==> config.mk <==
export PLATFORM = sky130hd
export DESIGN_NAME = serial_subtractor
export DESIGN_NICKNAME = d
export VERILOG_FILES = /design/src/rtl/serial_subtractor.sv
export SDC_FILE = /design/constraint.sdc
export NUM_CORES = 1
export LEC_CHECK = 0
export BUFFER_PORTS_ARGS = -buffer_cell sky130_fd_sc_hd__buf_2
export CAP_MARGIN = 10
export CORE_ASPECT_RATIO = 0.5
export CORE_UTILIZATION = 45
export CTS_CLUSTER_SIZE = 30
export DETAILED_ROUTE_END_ITERATION = 7
export PLACE_DENSITY = 0.74
export SYNTH_ARGS = -nofsm -noshare
export SYNTH_HDL_FRONTEND = slang
export SYNTH_SLANG_ARGS = --single-unit
==> constraint.sdc <==
create_clock -name CLK -period 4.1 [get_ports CLK]
set_input_delay 0 -clock CLK [delete_from_list [all_inputs] [get_ports CLK]]
set_output_delay 0 -clock CLK [all_outputs]
set_load 0.05 [all_outputs]
==> src/rtl/serial_subtractor.sv <==
// serial_subtractor: bit-serial D = RS - RT - BIN, LSB first, with START/BUSY/DONE handshake and flags
module serial_subtractor #(
   parameter int WIDTH = 16
) (
   input  logic             CLK,
   input  logic             RST_N,
   input  logic             START,
   input  logic [WIDTH-1:0] RS,
   input  logic [WIDTH-1:0] RT,
   input  logic             BIN,
   output logic             BUSY,
   output logic             DONE,
   output logic [WIDTH-1:0] D,
   output logic             BOUT,
   output logic             ZERO,
   output logic             NEG,
   output logic             OVF
);
   localparam int CW = $clog2(WIDTH + 1);
   typedef enum logic [1:0] {IDLE, RUN, FIN} state_t;
   state_t st_q, st_d;
   logic [CW-1:0] cnt_q, cnt_d;
   logic [WIDTH-1:0] a_q, a_d, b_q, b_d, r_q, r_d, d_q, d_d;
   logic w_q, w_d, sa_q, sa_d, sb_q, sb_d;
   logic bout_q, bout_d, zero_q, zero_d, neg_q, neg_d, ovf_q, ovf_d;
   logic acc, bit_d, bit_w, last;
   assign BUSY = st_q == RUN;
   assign DONE = st_q == FIN;
   assign D    = d_q;
   assign BOUT = bout_q;
   assign ZERO = zero_q;
   assign NEG  = neg_q;
   assign OVF  = ovf_q;
   // Full-subtractor cell, accept logic and next-state; the step after the final bit publishes the result
   always_comb begin
      acc    = START && st_q != RUN;
      bit_d  = a_q[0] ^ b_q[0] ^ w_q;
      bit_w  = (~a_q[0] & b_q[0]) | (~a_q[0] & w_q) | (b_q[0] & w_q);
      last   = cnt_q == CW'(WIDTH);
      st_d   = st_q;
      cnt_d  = cnt_q;
      a_d    = a_q;
      b_d    = b_q;
      r_d    = r_q;
      w_d    = w_q;
      sa_d   = sa_q;
      sb_d   = sb_q;
      d_d    = d_q;
      bout_d = bout_q;
      zero_d = zero_q;
      neg_d  = neg_q;
      ovf_d  = ovf_q;
      if (acc) begin
         st_d  = RUN;
         a_d   = RS;
         b_d   = RT;
         w_d   = BIN;
         cnt_d = '0;
      end else if (st_q == RUN && last) begin
         st_d   = FIN;
         d_d    = r_q;
         bout_d = w_q;
         zero_d = r_q == '0;
         neg_d  = r_q[WIDTH-1];
         ovf_d  = (sa_q != sb_q) && (r_q[WIDTH-1] != sa_q);
      end else if (st_q == RUN) begin
         a_d   = a_q >> 1;
         b_d   = b_q >> 1;
         r_d   = {bit_d, r_q[WIDTH-1:1]};
         w_d   = bit_w;
         cnt_d = cnt_q + 1'b1;
         sa_d  = cnt_q == CW'(WIDTH - 1) ? a_q[0] : sa_q;
         sb_d  = cnt_q == CW'(WIDTH - 1) ? b_q[0] : sb_q;
      end else if (st_q == FIN) begin
         st_d = IDLE;
      end
   end
   // State, datapath and result registers with asynchronous clear
   always_ff @(posedge CLK or negedge RST_N) begin
      if (!RST_N) begin
         st_q   <= IDLE;
         cnt_q  <= '0;
         a_q    <= '0;
         b_q    <= '0;
         r_q    <= '0;
         w_q    <= 1'b0;
         sa_q   <= 1'b0;
         sb_q   <= 1'b0;
         d_q    <= '0;
         bout_q <= 1'b0;
         zero_q <= 1'b0;
         neg_q  <= 1'b0;
         ovf_q  <= 1'b0;
      end else begin
         st_q   <= st_d;
         cnt_q  <= cnt_d;
         a_q    <= a_d;
         b_q    <= b_d;
         r_q    <= r_d;
         w_q    <= w_d;
         sa_q   <= sa_d;
         sb_q   <= sb_d;
         d_q    <= d_d;
         bout_q <= bout_d;
         zero_q <= zero_d;
         neg_q  <= neg_d;
         ovf_q  <= ovf_d;
      end
   end
endmodule
== Word-level counts from Yosys, hierarchy flattened ==
Cells that the tools add are included.
Storage, ports and cells
  bits in registers: 78
  input bits: 36
  output and inout bits: 22
  word-level logic and storage cells: 60
Cells by class
  add/subtract/negate cells: 1
  eq/ne operators: 9
  mux-type cells: 16
  bitwise gates (word level): 10
  reductions and logical operators: 11
Operators with widths (count)
  2-to-1 mux 16 bit: 6
  zero test 16 bit: 1
  2-to-1 mux 5 bit: 3
  2-to-1 mux 2 bit: 4
  AND reduction 2 bit: 3
  adder 5 x 1 -> 5 bit (second input constant): 1
  == test 5 x 4 -> 1 bit (second input constant): 1
  == test 5 bit (second input constant): 1
  AND reduction 4 bit: 1
  bitwise AND 1 bit: 3
  logical AND 1 bit: 3
  2-to-1 mux 1 bit: 3
  != test 3 x 1 -> 1 bit (second input constant): 1
  NOT 1 bit: 3
  AND reduction 3 bit: 1
  nonzero test 3 bit: 1
  == test 2 x 1 -> 1 bit (second input constant): 1
  == test 2 bit (second input constant): 1
  != test 1 bit: 2
  != test 2 x 1 -> 1 bit (second input constant): 1
  != test 2 bit (second input constant): 1
  OR 1 bit: 2
  nonzero test 2 bit: 1
  bitwise XOR 1 bit: 2

== Depth between registers and ports, before layout ==
  word-level depth: 7
  depth in mapped cells: 7
  depth with buffers taken out: 5

== Worst setup path after synthesis ==
OpenSTA, ideal clock, no wires.
  kind: reg-to-reg
  from: reg cnt_q[0]
  to: reg a_q[10]
  setup time: 126 ps
  arrival time: 1492 ps
  required time: 3974 ps
  path slack: 2482 ps
  cell stages (with the launch flop): 8
  path buffers: 2
  clock period less this slack: 1618 ps
  path through: dfrtp_1 > inv_1 > ha_1 > and4bb_2 > nor2_2 > buf_6 > buf_6 > a221o_1
Between the ends
  longest elaborated chain between the ends: 4
Ends and longest elaborated chain
  start, declared: RTL line 22  | logic [CW-1:0] cnt_q, cnt_d;
  start signal, assigned: RTL line 96  | cnt_q <= cnt_d;
  == test 5 bit: RTL line 39  | last = cnt_q == CW'(WIDTH);
  logical AND 1 bit: RTL line 59  | end else if (st_q == RUN && last) begin
  != test 2 bit (no source line)
  AND reduction 2 bit (no source line)
  end signal, assigned: RTL line 83  | a_q <= '0;
  end signal, assigned: RTL line 97  | a_q <= a_d;
  end, declared: RTL line 23  | logic [WIDTH-1:0] a_q, a_d, b_q, b_d, r_q, r_d, d_q, d_d;
No other way between the ends.
A chain may end at the register's enable or synchronous reset.

== Final worst setup path ==
  from: reg st_q[0]
  to: reg d_q[2], in the netlist D[2]
Between the ends
  longest elaborated chain between the ends: 4
  elaborated cells on any way between the ends: 6
  classes of those cells: eq/ne: 2; bitwise: 1; reduce/logical: 3
Ends and longest elaborated chain
  start, declared: RTL line 21  | state_t st_q, st_d;
  start signal, assigned: RTL line 95  | st_q <= st_d;
  != test 2 x 1 -> 1 bit: RTL line 36  | acc = START && st_q != RUN;
  logical AND 1 bit: RTL line 36
  NOT 1 bit (no source line)
  AND reduction 2 bit (no source line) *
  end signal, assigned: RTL line 89  | d_q <= '0;
  end signal, assigned: RTL line 103  | d_q <= d_d;
  end, declared: RTL line 23
Mark *: on every way between the ends. The rest lies on a longest branch, timed or not.

==> out/results.txt <==
critical path launch point type = register
number of enable flip-flop cells after synthesis = 0
per-instance average area after synthesis = 13.4 um2
number of DRC violations after detailed-routing iteration 0 = 134
cell taking the most area after synthesis = sky130_fd_sc_hd__dfrtp_1
data arrival time of the critical path = 2.28 ns
Power Total = 3.42 mW
Hold WC Path Type = input port to register
Setup crit end kind = register
clock transition at the registers of the reported paths = 0.05 ns
DRC violations left = 0
via count of the first global-routing pass = 2344
run status = completed
main area contributors after synthesis = sky130_fd_sc_hd__dfrtp_1, sky130_fd_sc_hd__mux2_2, sky130_fd_sc_hd__a221o_1, sky130_fd_sc_hd__and3_1, sky130_fd_sc_hd__mux2i_1
global-route wire length before repair = 11400 um
Net count, final = 349
maximum achievable frequency = 0.482 GHz
average routed wire per standard cell = 16.3 um
Req. time, crit path = 4.31 ns
Syn Nets = 286
worst stage delay on the critical path = 0.61 ns
final count of pins violating max slew = 0
most numerous cell in the Yosys netlist = sky130_fd_sc_hd__dfrtp_1
number of synthesized register bits = 77
total met2 wirelength after detailed routing = 3270 um
Skew-Pair Late Insertion Delay = 0.33 ns
maximum resistive drop on vdd = 0.329 mV
ys async rst share = 100%
Synth cell types = 35
Antenna diodes = 0
Final Hold Fails = 0
primary flip-flop cell chosen by synthesis mapping = sky130_fd_sc_hd__dfrtp_1
critical-path maximum fanout = 42
cell at the root of the clock tree = sky130_fd_sc_hd__clkbuf_16
TritonCTS sink count = 77
share of final-layout standard cells stronger than drive strength 1 = 38.2%
met1 layer wirelength in the final routing = 2930 um
number of top-level pins = 58
global-route usage over all layers = 19.4%
total congestion overflow = 0
area share of the leading cell type in the synthesized netlist = 58.3%
Core Rows = 21
final sum of negative setup slack = 0 ns
synthesized netlist cell count = 246
Die Span X = 123 um
area of the mapped netlist = 3310 um2
largest net degree at the start of global routing = 78
CTS Buf Count = 9
Final Setup Violations = 0
number of vias in the routed layout = 2304
Routed Antenna Nets = 0
Critical Setup Path Class = register to register
unrepaired setup endpoints after global routing = false
top cells by instance count after synthesis = sky130_fd_sc_hd__dfrtp_1, sky130_fd_sc_hd__mux2_2, sky130_fd_sc_hd__and3_1
post-CTS setup buffer count = 0
clock tree from TritonCTS = built
highest metal layer used by the detailed router = met4
via count normalized by instance count = 5.67
initial antenna violation count = 0
Max-Cap Viols = 0
Die Footprint = 7710 um2
Chip Height = 62.6 um
Core Area = 6880 um2
met3 routed wirelength = 286 um
overall routed net length = 6610 um
leakage component of the power = 2.06 nW
detailed placement HPWL = 4070 um
Tightest Pin Transition = 0.946 ns
count of TritonRoute iterations in the first routing pass = 4
Clock Skews = 0.00449 ns
Seq/Total Area, Yosys = 58.3%
series of cell instances along the critical path = nand2b_4, inv_2, nand2_1, mux2_2
placer's final routability congestion estimate = 0.722
H-tree level count = 3
Final period util = 50.6%
post-route minimum period = 2.08 ns
slew margin rel. = 36.9%
starting utilization of the core area = 48.0%
buffer levels on the longest clock path = 2
area overhead of the layout relative to synthesis = 22.9%
slowest stage cell on the critical path = sky130_fd_sc_hd__nand2_1
count of buffers from port buffering = 57
Worst R2R Setup Slack = 2.02 ns
count of warnings emitted by yosys = 0
power density over cell area = 843 nW/um2
-- stage by stage --
stage | instance area (um2) | hold WS [ns] | util [%] | instances | setup slack [ns]
finish | 4060 | 0.0113 | 59.0 | 406 | 2.02
detailed placement | 3630 | 0.206 | 52.7 | 378 | 2.01
global route | 4060 | 0.0114 | 59.0 | 406 | 1.88
global placement | 3630 | 0.183 | 52.7 | 378 | 2.09
floorplan | 3310 | -0.296 | - | 246 | 2.48
CTS | 4060 | 0.000607 | 59.0 | 406 | 2.00
-- per-layer routing --
metal  GRT usage [%]  up-vias
li1                -     1066
met2            32.3       48
met4            7.83        0
met5               0        -
met1            24.0     1178
met3            5.38       12
-- cells in the final DEF, fill, tap and decap left out --
| cell type | Yosys | layout |
|---|---|---|
| sky130_fd_sc_hd__fa_1 | 1 | 1 |
| sky130_fd_sc_hd__nand4bb_1 | 1 | 1 |
| sky130_fd_sc_hd__o22ai_1 | 1 | 1 |
| sky130_fd_sc_hd__nand4_1 | 1 | 1 |
| sky130_fd_sc_hd__clkbuf_8 | 0 | 3 |
| sky130_fd_sc_hd__nand2_1 | 4 | 4 |
| sky130_fd_sc_hd__nand3_1 | 1 | 1 |
| sky130_fd_sc_hd__a22o_1 | 2 | 2 |
| sky130_fd_sc_hd__o21ai_0 | 4 | 4 |
| sky130_fd_sc_hd__nor4_1 | 4 | 4 |
| sky130_fd_sc_hd__dfrtp_1 | 77 | 77 |
| sky130_fd_sc_hd__mux2_2 | 37 | 37 |
| sky130_fd_sc_hd__o21a_1 | 1 | 1 |
| sky130_fd_sc_hd__and3_1 | 34 | 34 |
| sky130_fd_sc_hd__nand2b_1 | 1 | 1 |
| sky130_fd_sc_hd__dlygate4sd3_1 | 0 | 12 |
| sky130_fd_sc_hd__mux2i_2 | 0 | 1 |
| sky130_fd_sc_hd__a211oi_1 | 1 | 1 |
| sky130_fd_sc_hd__clkbuf_16 | 0 | 9 |
| sky130_fd_sc_hd__inv_2 | 1 | 1 |
| sky130_fd_sc_hd__a21oi_1 | 1 | 1 |
| sky130_fd_sc_hd__buf_2 | 6 | 56 |
| sky130_fd_sc_hd__and4bb_2 | 1 | 1 |
| sky130_fd_sc_hd__mux2i_1 | 4 | 3 |
| sky130_fd_sc_hd__bufinv_16 | 0 | 1 |
| sky130_fd_sc_hd__nor2_2 | 1 | 1 |
| sky130_fd_sc_hd__buf_4 | 1 | 3 |
| sky130_fd_sc_hd__and2_1 | 1 | 1 |
| sky130_fd_sc_hd__nor3_1 | 2 | 2 |
| sky130_fd_sc_hd__nor3b_1 | 1 | 1 |
| sky130_fd_sc_hd__a31o_2 | 3 | 3 |
| sky130_fd_sc_hd__nand2b_4 | 1 | 1 |
| sky130_fd_sc_hd__a221o_1 | 30 | 30 |
| sky130_fd_sc_hd__clkinv_2 | 0 | 3 |
| sky130_fd_sc_hd__ha_1 | 3 | 3 |
| sky130_fd_sc_hd__nor2_1 | 1 | 1 |
| sky130_fd_sc_hd__inv_1 | 5 | 5 |
| sky130_fd_sc_hd__nor2b_1 | 2 | 2 |
-- area by class of cell --
type | count | area [um2]
Clock inverter | 4 | 45.0
Tap cell | 92 | 115
Multi-Input combinational cell | 144 | 1260
Fill cell | 552 | 2820
Clock buffer | 12 | 267
Sequential cell | 77 | 1930
Inverter | 6 | 22.5
Timing Repair Buffer | 71 | 423
-- kinds of logic after synthesis --
| logic type | synth area share, % |
|---|---|
| flops | 58.3 |
| simple gates | 10.7 |
| compound gates | 11.8 |
| mux | 13.8 |
| buf+inv | 3.63 |
| fa+ha+maj | 1.74 |
-- path summary, 6_finish.rpt --
kind                       cells after the start    start      end
min in group asynchronous                      2    RST_N   a_q[9]
hold / removal                                 3   RS[11]  a_q[11]
setup / recovery                               4  st_q[0]     D[2]
setup reg to reg                               4  st_q[0]     D[2]
max in group asynchronous                      2    RST_N    D[14]
hold reg to reg                                1     D[5]     D[5]
-- critical path: cells and delay by family, from the launching register on --
kind | cells | cell delay (ns)
flops | 1 | 0.42
mux | 1 | 0.42
buf+inv | 1 | 0.15
simple gates | 2 | 0.95
-- power by group --
part / total [mW] / switching (mW) / internal, mW / leakage, nW
clock network: 0.801 / 0.284 / 0.517 / 0.158
logic: 1.31 / 0.760 / 0.553 / 0.917
registers: 1.31 / 0.229 / 1.08 / 0.984
-- registers in the layout, indices dropped and copies added, names as in the netlist --
signal,cells
BOUT,1
D,16
OVF,1
ZERO,1
a_q,16
b_q,16
cnt_q,5
r_q,16
sa_q,1
sb_q,1
st_q,2
w_q,1
-- what timing repair did --
action | CTS | global route
hold buffers | 12 | 0
hold endpoints to repair | 88 | 0
gates resized for setup | 0 | 0
endpoints found under the setup margin | 0 | 0
Power figures use the tool's default switching activity.
